**src/rtl/car_collision.sv**
```systemverilog
// car_collision: per-frame snapshot of eight car positions and the frog, scanned one car per clock for bounding-box overlap.
// Latency: strobe in cycle T, scan T+1..T+8, one-cycle o_hit in T+9, IDLE again in T+10; outputs come straight from registers.
// Backpressure: none; strobes outside IDLE only age the grace counter. Option CAR_WRAP_COLLISION_EN: modulo-1024 horizontal test.
module car_collision #(
    parameter int LANE_Y0      = 64,
    parameter int LANE_PITCH   = 48,
    parameter int CAR_W        = 32,
    parameter int CAR_H        = 32,
    parameter int FROG_W       = 32,
    parameter int FROG_H       = 32,
    parameter int GRACE_FRAMES = 60
) (
    input  logic       CLK,
    input  logic       RST,
    input  logic       i_frame_start,
    input  logic [9:0] car_x1,
    input  logic [9:0] car_x2,
    input  logic [9:0] car_x3,
    input  logic [9:0] car_x4,
    input  logic [9:0] car_x5,
    input  logic [9:0] car_x6,
    input  logic [9:0] car_x7,
    input  logic [9:0] car_x8,
    input  logic [9:0] frog_x,
    input  logic [9:0] frog_y,
    output logic       o_hit,
    output logic [2:0] o_hit_car,
    output logic       o_busy,
    output logic       o_grace
);

    localparam int GW = (GRACE_FRAMES < 2) ? 1 : $clog2(GRACE_FRAMES + 1);

    typedef enum logic [1:0] {IDLE, SCAN, REPORT} state_t;

    state_t        state;
    logic [2:0]    idx;
    logic          found;
    logic [2:0]    found_idx;
    logic [9:0]    snap_car [8];
    logic [9:0]    snap_fx;
    logic [9:0]    snap_fy;
    logic [GW-1:0] grace_cnt;

    logic [10:0]   lane_y;
    logic [9:0]    cur_car;
    logic          v_hit;
    logic          h_hit;
    logic          hit_now;
    logic [GW-1:0] grace_dec;

    // Overlap test of the car selected by idx against the snapshotted frog box.
    always_comb begin
        cur_car = snap_car[idx];
        lane_y  = 11'(LANE_Y0) + 11'(idx) * 11'(LANE_PITCH);
        v_hit   = ({1'b0, snap_fy} < lane_y + 11'(CAR_H)) &&
                  (lane_y < {1'b0, snap_fy} + 11'(FROG_H));
`ifdef CAR_WRAP_COLLISION_EN
        // Distances taken mod 1024 so a car straddling the wrap point still collides.
        h_hit   = ({1'b0, 10'(snap_fx - cur_car)} < 11'(CAR_W)) ||
                  ({1'b0, 10'(cur_car - snap_fx)} < 11'(FROG_W));
`else
        h_hit   = ({1'b0, cur_car} < {1'b0, snap_fx} + 11'(FROG_W)) &&
                  ({1'b0, snap_fx} < {1'b0, cur_car} + 11'(CAR_W));
`endif
        hit_now = v_hit && h_hit;
        // Grace value that will be current during REPORT, after any strobe this cycle.
        grace_dec = (i_frame_start && grace_cnt != '0) ? grace_cnt - 1'b1 : grace_cnt;
    end

    // Scan FSM, grace counter and registered hit outputs.
    always_ff @(posedge CLK) begin
        if (RST) begin
            state     <= IDLE;
            idx       <= '0;
            found     <= 1'b0;
            found_idx <= '0;
            snap_fx   <= '0;
            snap_fy   <= '0;
            for (int i = 0; i < 8; i++) snap_car[i] <= '0;
            grace_cnt <= '0;
            o_hit     <= 1'b0;
            o_hit_car <= '0;
        end else begin
            o_hit <= 1'b0;
            if (i_frame_start && grace_cnt != '0)
                grace_cnt <= grace_cnt - 1'b1;
            case (state)
                IDLE: begin
                    if (i_frame_start) begin
                        snap_car[0] <= car_x1;
                        snap_car[1] <= car_x2;
                        snap_car[2] <= car_x3;
                        snap_car[3] <= car_x4;
                        snap_car[4] <= car_x5;
                        snap_car[5] <= car_x6;
                        snap_car[6] <= car_x7;
                        snap_car[7] <= car_x8;
                        snap_fx     <= frog_x;
                        snap_fy     <= frog_y;
                        idx         <= '0;
                        found       <= 1'b0;
                        state       <= SCAN;
                    end
                end
                SCAN: begin
                    if (!found && hit_now) begin
                        found     <= 1'b1;
                        found_idx <= idx;
                    end
                    if (idx == 3'd7) begin
                        state <= REPORT;
                        // Pulse is set up here so it is a register output during REPORT.
                        if ((found || hit_now) && grace_dec == '0) begin
                            o_hit     <= 1'b1;
                            o_hit_car <= found ? found_idx : idx;
                        end
                    end else begin
                        idx <= idx + 3'd1;
                    end
                end
                REPORT: begin
                    // A reported hit reloads grace, overriding a same-cycle decrement.
                    if (o_hit)
                        grace_cnt <= GW'(GRACE_FRAMES);
                    state <= IDLE;
                end
                default: state <= IDLE;
            endcase
        end
    end

    assign o_busy  = (state != IDLE);
    assign o_grace = (grace_cnt != '0);

endmodule

```
**config.mk**
```make
export PLATFORM = sky130hd
export DESIGN_NAME = car_collision
export DESIGN_NICKNAME = d
export VERILOG_FILES = /design/src/rtl/car_collision.sv
export SDC_FILE = /design/constraint.sdc
export NUM_CORES = 1
export LEC_CHECK = 0
export CAP_MARGIN = 5
export CORE_ASPECT_RATIO = 1.2
export CORE_MARGIN = 2
export CORE_UTILIZATION = 30
export CTS_BUF_LIST = sky130_fd_sc_hd__clkbuf_16
export CTS_CLUSTER_DIAMETER = 80
export CTS_CLUSTER_SIZE = 14
export DETAILED_ROUTE_END_ITERATION = 10
export MAX_ROUTING_LAYER = met4
export PLACE_DENSITY = 0.53
export SLEW_MARGIN = 0
export SYNTH_ARGS = -nofsm -noshare
export SYNTH_HDL_FRONTEND = slang
export SYNTH_SLANG_ARGS = --single-unit
```
**constraint.sdc**
```tcl
create_clock -name CLK -period 3.8 [get_ports CLK]
set_clock_uncertainty 0.1 [all_clocks]
set_input_delay 0.76 -clock CLK [delete_from_list [all_inputs] [get_ports CLK]]
set_output_delay 0.76 -clock CLK [all_outputs]
set_load 0.01 [all_outputs]
```
Word-level counts from Yosys, hierarchy flattened --
Memories as Yosys holds them, arrays and structs flattened. A register that Yosys moved wholly into a read port is not among the register bits. Cells that the tools add are included.
Storage, ports and cells: bits in registers 39, bits in writable memories 80, input port bits 103, output and inout bits 6, word-level logic and storage cells 89, memories 1
Memory list:
- snap_car | depth 8, width 10, rd ports 1, clocked after memory_dff 1, write ports 8, RTL line 40 | logic [9:0] snap_car [8];
Operators by class: add/subtract/negate cells 7, multiply operators 1, magnitude comparators 4, equality and inequality tests 7, mux-type cells 30, bitwise gates (word level) 10, reduce and logical (&&, ||, !) cells 20
Operator list (number):
- $mux 10 | 8
- $add 10x6->11 const B | 4
- $lt 10x11->1 | 4
- $mux 6 | 3
- $mux 3 | 5
- $add 7x9->10 const A | 1
- $mux 1 | 9
- $reduce_and 3->1 | 3
- $ne 2x2->1 const B | 4
- $or 1x1->1 | 8
- $logic_and 1x1->1 | 6
- $logic_not 6->1 | 1
- $pmux 3 s2 | 1
- $reduce_and 2->1 | 3
- $reduce_bool 6->1 | 1
- $sub 6x1->6 const B | 1
- $mul 3x2->5 const B | 1
- $mux 2 | 2
- $pmux 2 s2 | 1
- $reduce_bool 2->1 | 2
- $add 3x1->3 const B | 1
- $eq 3x3->1 const B | 1
- $reduce_or 3->1 | 1
- $eq 2x1->1 const B | 1
- 6 further kinds | 7

Longest topological paths before layout --
depth in word-level cells 9, mapped depth 16, mapped depth without buffers 15

Worst setup path after synthesis --
No wires, ideal clock.
kind register to register, from register idx[0], to register found_idx[0], arrival time 3621 ps, data required time 3581 ps, slack -40 ps, cell stages (with the launch flop) 17, path buffers 1, clock period less this slack 3840 ps, cell sequence dfxtp_1 ha_1 inv_1 fa_1 inv_1 ha_1 xnor2_1 nand3_1 xor2_1 ha_1 o21ai_0 a21oi_1 a211o_1 a2111o_1 or3_1 buf_2 mux2i_1
Between the ends: word-level cells in the longest chain between the ends 8, elaborated cells on any way between the ends 9
RTL lines:
- start: declaration | RTL line 37 | logic [2:0] idx;
- start signal: assignment | RTL line 119 | idx <= idx + 3'd1;
- $mul 3x2->5 | RTL line 55 | lane_y = 11'(LANE_Y0) + 11'(idx) * 11'(LANE_PITCH);
- $add 7x9->10 | RTL line 55
- $add 10x6->11 | RTL line 56 | v_hit = ({1'b0, snap_fy} < lane_y + 11'(CAR_H)) &&
- $lt 10x11->1 | RTL line 56
- $logic_and 1x1->1 | RTL line 56
- $logic_and 1x1->1 | RTL line 66 | hit_now = v_hit && h_hit;
- $logic_and 1x1->1 | RTL line 107 | if (!found && hit_now) begin
- $reduce_and 2->1 (no source line)
- end signal: assignment | RTL line 109 | found_idx <= idx;
- end: declaration | RTL line 39 | logic [2:0] found_idx;
Parallel ways exist; a longest one is shown, timed or not. A chain may end at the register's enable or synchronous reset.

Final worst setup path --
from register idx[1], to register found_idx[1]
The elaborated chain is that of the path after synthesis.

==> results.md <==
* Status: complete, no violations
* Top-count cell post-synth: edfxtp_1
* Die Footprint at 0.0219 mm2
* Slew headroom at 53.4%
* Num CTS Buffers at 17
* Die height at 162 um
* Routed vias at 4330
* Worst flop-to-flop path endpoint: found_idx[1]$_SDFFE_PP0P_
* Via density at 4.64
* Ports at 109
* Cell row count at 57
* Final setup viols at 0
* Area share of the largest cell type after synthesis at 38.6%
* Library cells used by synthesis at 46
* Arr. time, crit path at 3870 ps
* Worst Max-Slew Pin Slew at 699 ps
* Clk buf depth at 2
* DRC at 0
* Hold EP: snap_fy[1]$_SDFFE_PP0P_
* Peak supply drop at 0.292 mV
* Cell area after layout at 0.00837 mm2
* Worst-Skew Late Latency at 410 ps
* Global-route wire length before repair at 22.7 mm
* Final worst setup slack at 118 ps
* TritonCTS clock tree: done
* CP startpoint kind: register
* WS Path Type: register to register
* Syn nets at 674
* Worst reg2reg path depth at 15
* Worst min path class: register to register
* Leakage at 3.25 nW
* Syn Std Cell Area at 0.00623 mm2
* Final min period at 3680 ps
* Ys Warns at 0
* Cell Pwr Density at 453 mW/mm2
* Initial Util at 30.6%
* Slew Limit Fails at 0
* Worst hold slack at 370 ps
* Top post-synthesis cells by count: 80 x edfxtp_1, 60 x and2_1, 52 x nand2_1
* Hold Path Depth at 2
* Final period util at 96.9%
* WL final at 13.8 mm
* Antenna Diode Count at 0
* Post-synth EDFFs at 80
* Fillers at 1922
* Die W at 136 um
* Worst hold start: snap_fy[1]$_SDFFE_PP0P_
* Routed length per placed instance at 14.8 um
* CP Capture Type: register
* CTS sink cnt at 122
* Input/output buffers at 108
* Grt total ovfl at 0
* Core area at 0.0203 mm2
* Placed Area at 0.00771 mm2
* 1st-iter DRT viols at 130
* CP required at 3990 ps
* FMAX at 0.272 GHz
* Largest net degree at the start of global routing at 63
* Post-route antenna net violation count at 0
* Clk root buf: clkbuf_16
* Nets@finish at 800
* Final Hold Fails at 0
* Place WS at -75.2 ps
* Number of max-cap violations at 0
* GPL Wtd Cong at 0.778
* Area grow syn2layout at 34.4%
* Top area cells in the synthesized netlist: edfxtp_1 39%, dfxtp_1 14%, ha_1 7.8%
* Asr flop ratio synth at 0%
* Gate Count Post-Synth at 530
* Clk slew on worst S/H paths at 60 ps
* Number of synthesized register bits at 122
* First drt pass iteration count at 5
* Share of cells above drive strength 1 at 14.9%
* Synth Flop Type: edfxtp_1
* CTS H-Tree Depth at 4
* Vias in the first global route at 4607
* Mean Syn Cell Area at 11.7 um2
* Reg2Reg Setup Slack at 120 ps
* CP Max Fanout at 4
* Unrepaired setup endpoints after global routing: no
* Post-DP HPWL at 10.1 mm
* Initial antenna violation count at 0
* FF-to-FF Start: idx[1]$_SDFFE_PP0P_
* Seq/Total Area, Yosys at 52.1%
* Synth area leader: edfxtp_1
* Gr usage total at 13.7%
critical path: stages, from the launching register on:
cell,delay [ps]
dfxtp_4,350
ha_2,170
inv_1,70
fa_2,530
inv_1,50
ha_1,220
xnor2_2,220
nand3_1,110
xor2_1,160
ha_1,270
o21ai_0,70
a21oi_1,50
a211o_1,270
a2111o_1,350
or3_1,420
mux2i_1,150
layer usage:
layer | global-route usage, % | wire, um
met1 | 16.4 | 6190
met2 | 22.6 | 6850
met3 | 3.15 | 530
met4 | 5.16 | 265
met5 | - | 0
cells by family after synthesis:
family                     after synthesis  share of synthesized area, %
and+or+nand+nor                        186                          15.9
DFF                                    122                          52.1
AOI/OAI and AO/OA                       71                          7.19
buffers and inverters                   56                          3.82
adders and majority gates               41                          8.48
muxes                                   35                          9.85
xor gates and xnor gates                19                          2.67
state kept, by name (all words and copies together), names as in the netlist, 2 cells and up, named ones only:
signal and flops:
snap_car 80, snap_fx 10, snap_fy 10, grace_cnt 6
found_idx 3, idx 3, o_hit_car 3, state 2
cell usage in the layout (no fill, tap or decap), drive strengths merged, types with 4 or more instances in the layout:
cell type	n
xnor2	9
buf	24
clkinv	6
edfxtp	80
nand3	11
o21ai	9
a21oi	34
a21o	5
mux2	4
dfxtp	42
nand2	52
ha	39
a211oi	7
mux4	20
inv	37
clkdlybuf4s50	107
nor2b	21
and2	60
xor2	10
nand2b	9
nor2	14
mux2i	11
clkbuf	17
per-stage QoR:
step	power, mW	setup TNS (ps)	utilization (%)	instances
floorplan	2.02	0	-	530
global placement	2.25	0	37.9	900
detailed placement	2.28	-198	37.9	900
CTS	3.82	0	40.8	932
global route	3.97	0	41.2	934
finish	3.79	0	41.2	934
where the power goes:
group          total (mW)  internal, mW  switching, mW
Combinational       0.660         0.348          0.312
Clock                1.54         0.912          0.624
Sequential           1.60          1.53         0.0611
how the worst max path moves through the flow:
| stage | from | endpoint | slack [ps] | cells after the start |
|---|---|---|---|---|
| floorplan | RST | snap_car[0][0]$_SDFFCE_PN0P_ | 2 | 3 |
| global placement | idx[1]$_SDFFE_PP0P_ | found_idx[0]$_SDFFE_PP0P_ | 60 | 15 |
| detailed placement | idx[1]$_SDFFE_PP0P_ | o_hit_car[2]$_SDFFE_PP0P_ | -80 | 16 |
| CTS | idx[1]$_SDFFE_PP0P_ | o_hit_car[1]$_SDFFE_PP0P_ | 20 | 16 |
| global route | idx[0]$_SDFFE_PP0P_ | o_hit_car[0]$_SDFFE_PP0P_ | 6 | 16 |
| finish | idx[1]$_SDFFE_PP0P_ | found_idx[1]$_SDFFE_PP0P_ | 120 | 15 |
layout make-up:
cell class / count / area [um2] / share of cell area, %
tap: 265 / 332 / 3.96
inverter: 32 / 120 / 1.44
timing repair buffer: 131 / 1260 / 15.1
clock buffer: 17 / 425 / 5.08
clock inverter: 15 / 146 / 1.75
multi-input combinational: 352 / 2830 / 33.8
sequential: 122 / 3250 / 38.8
timing repair:
item / CTS / global route
hold buffers: 0 / 0
pin swaps: 1 / 7
endpoints found under the setup margin: 6 / 8
buffers inserted: 0 / 2
resized for setup: 6 / 13
Power figures use the tool's default switching activity.
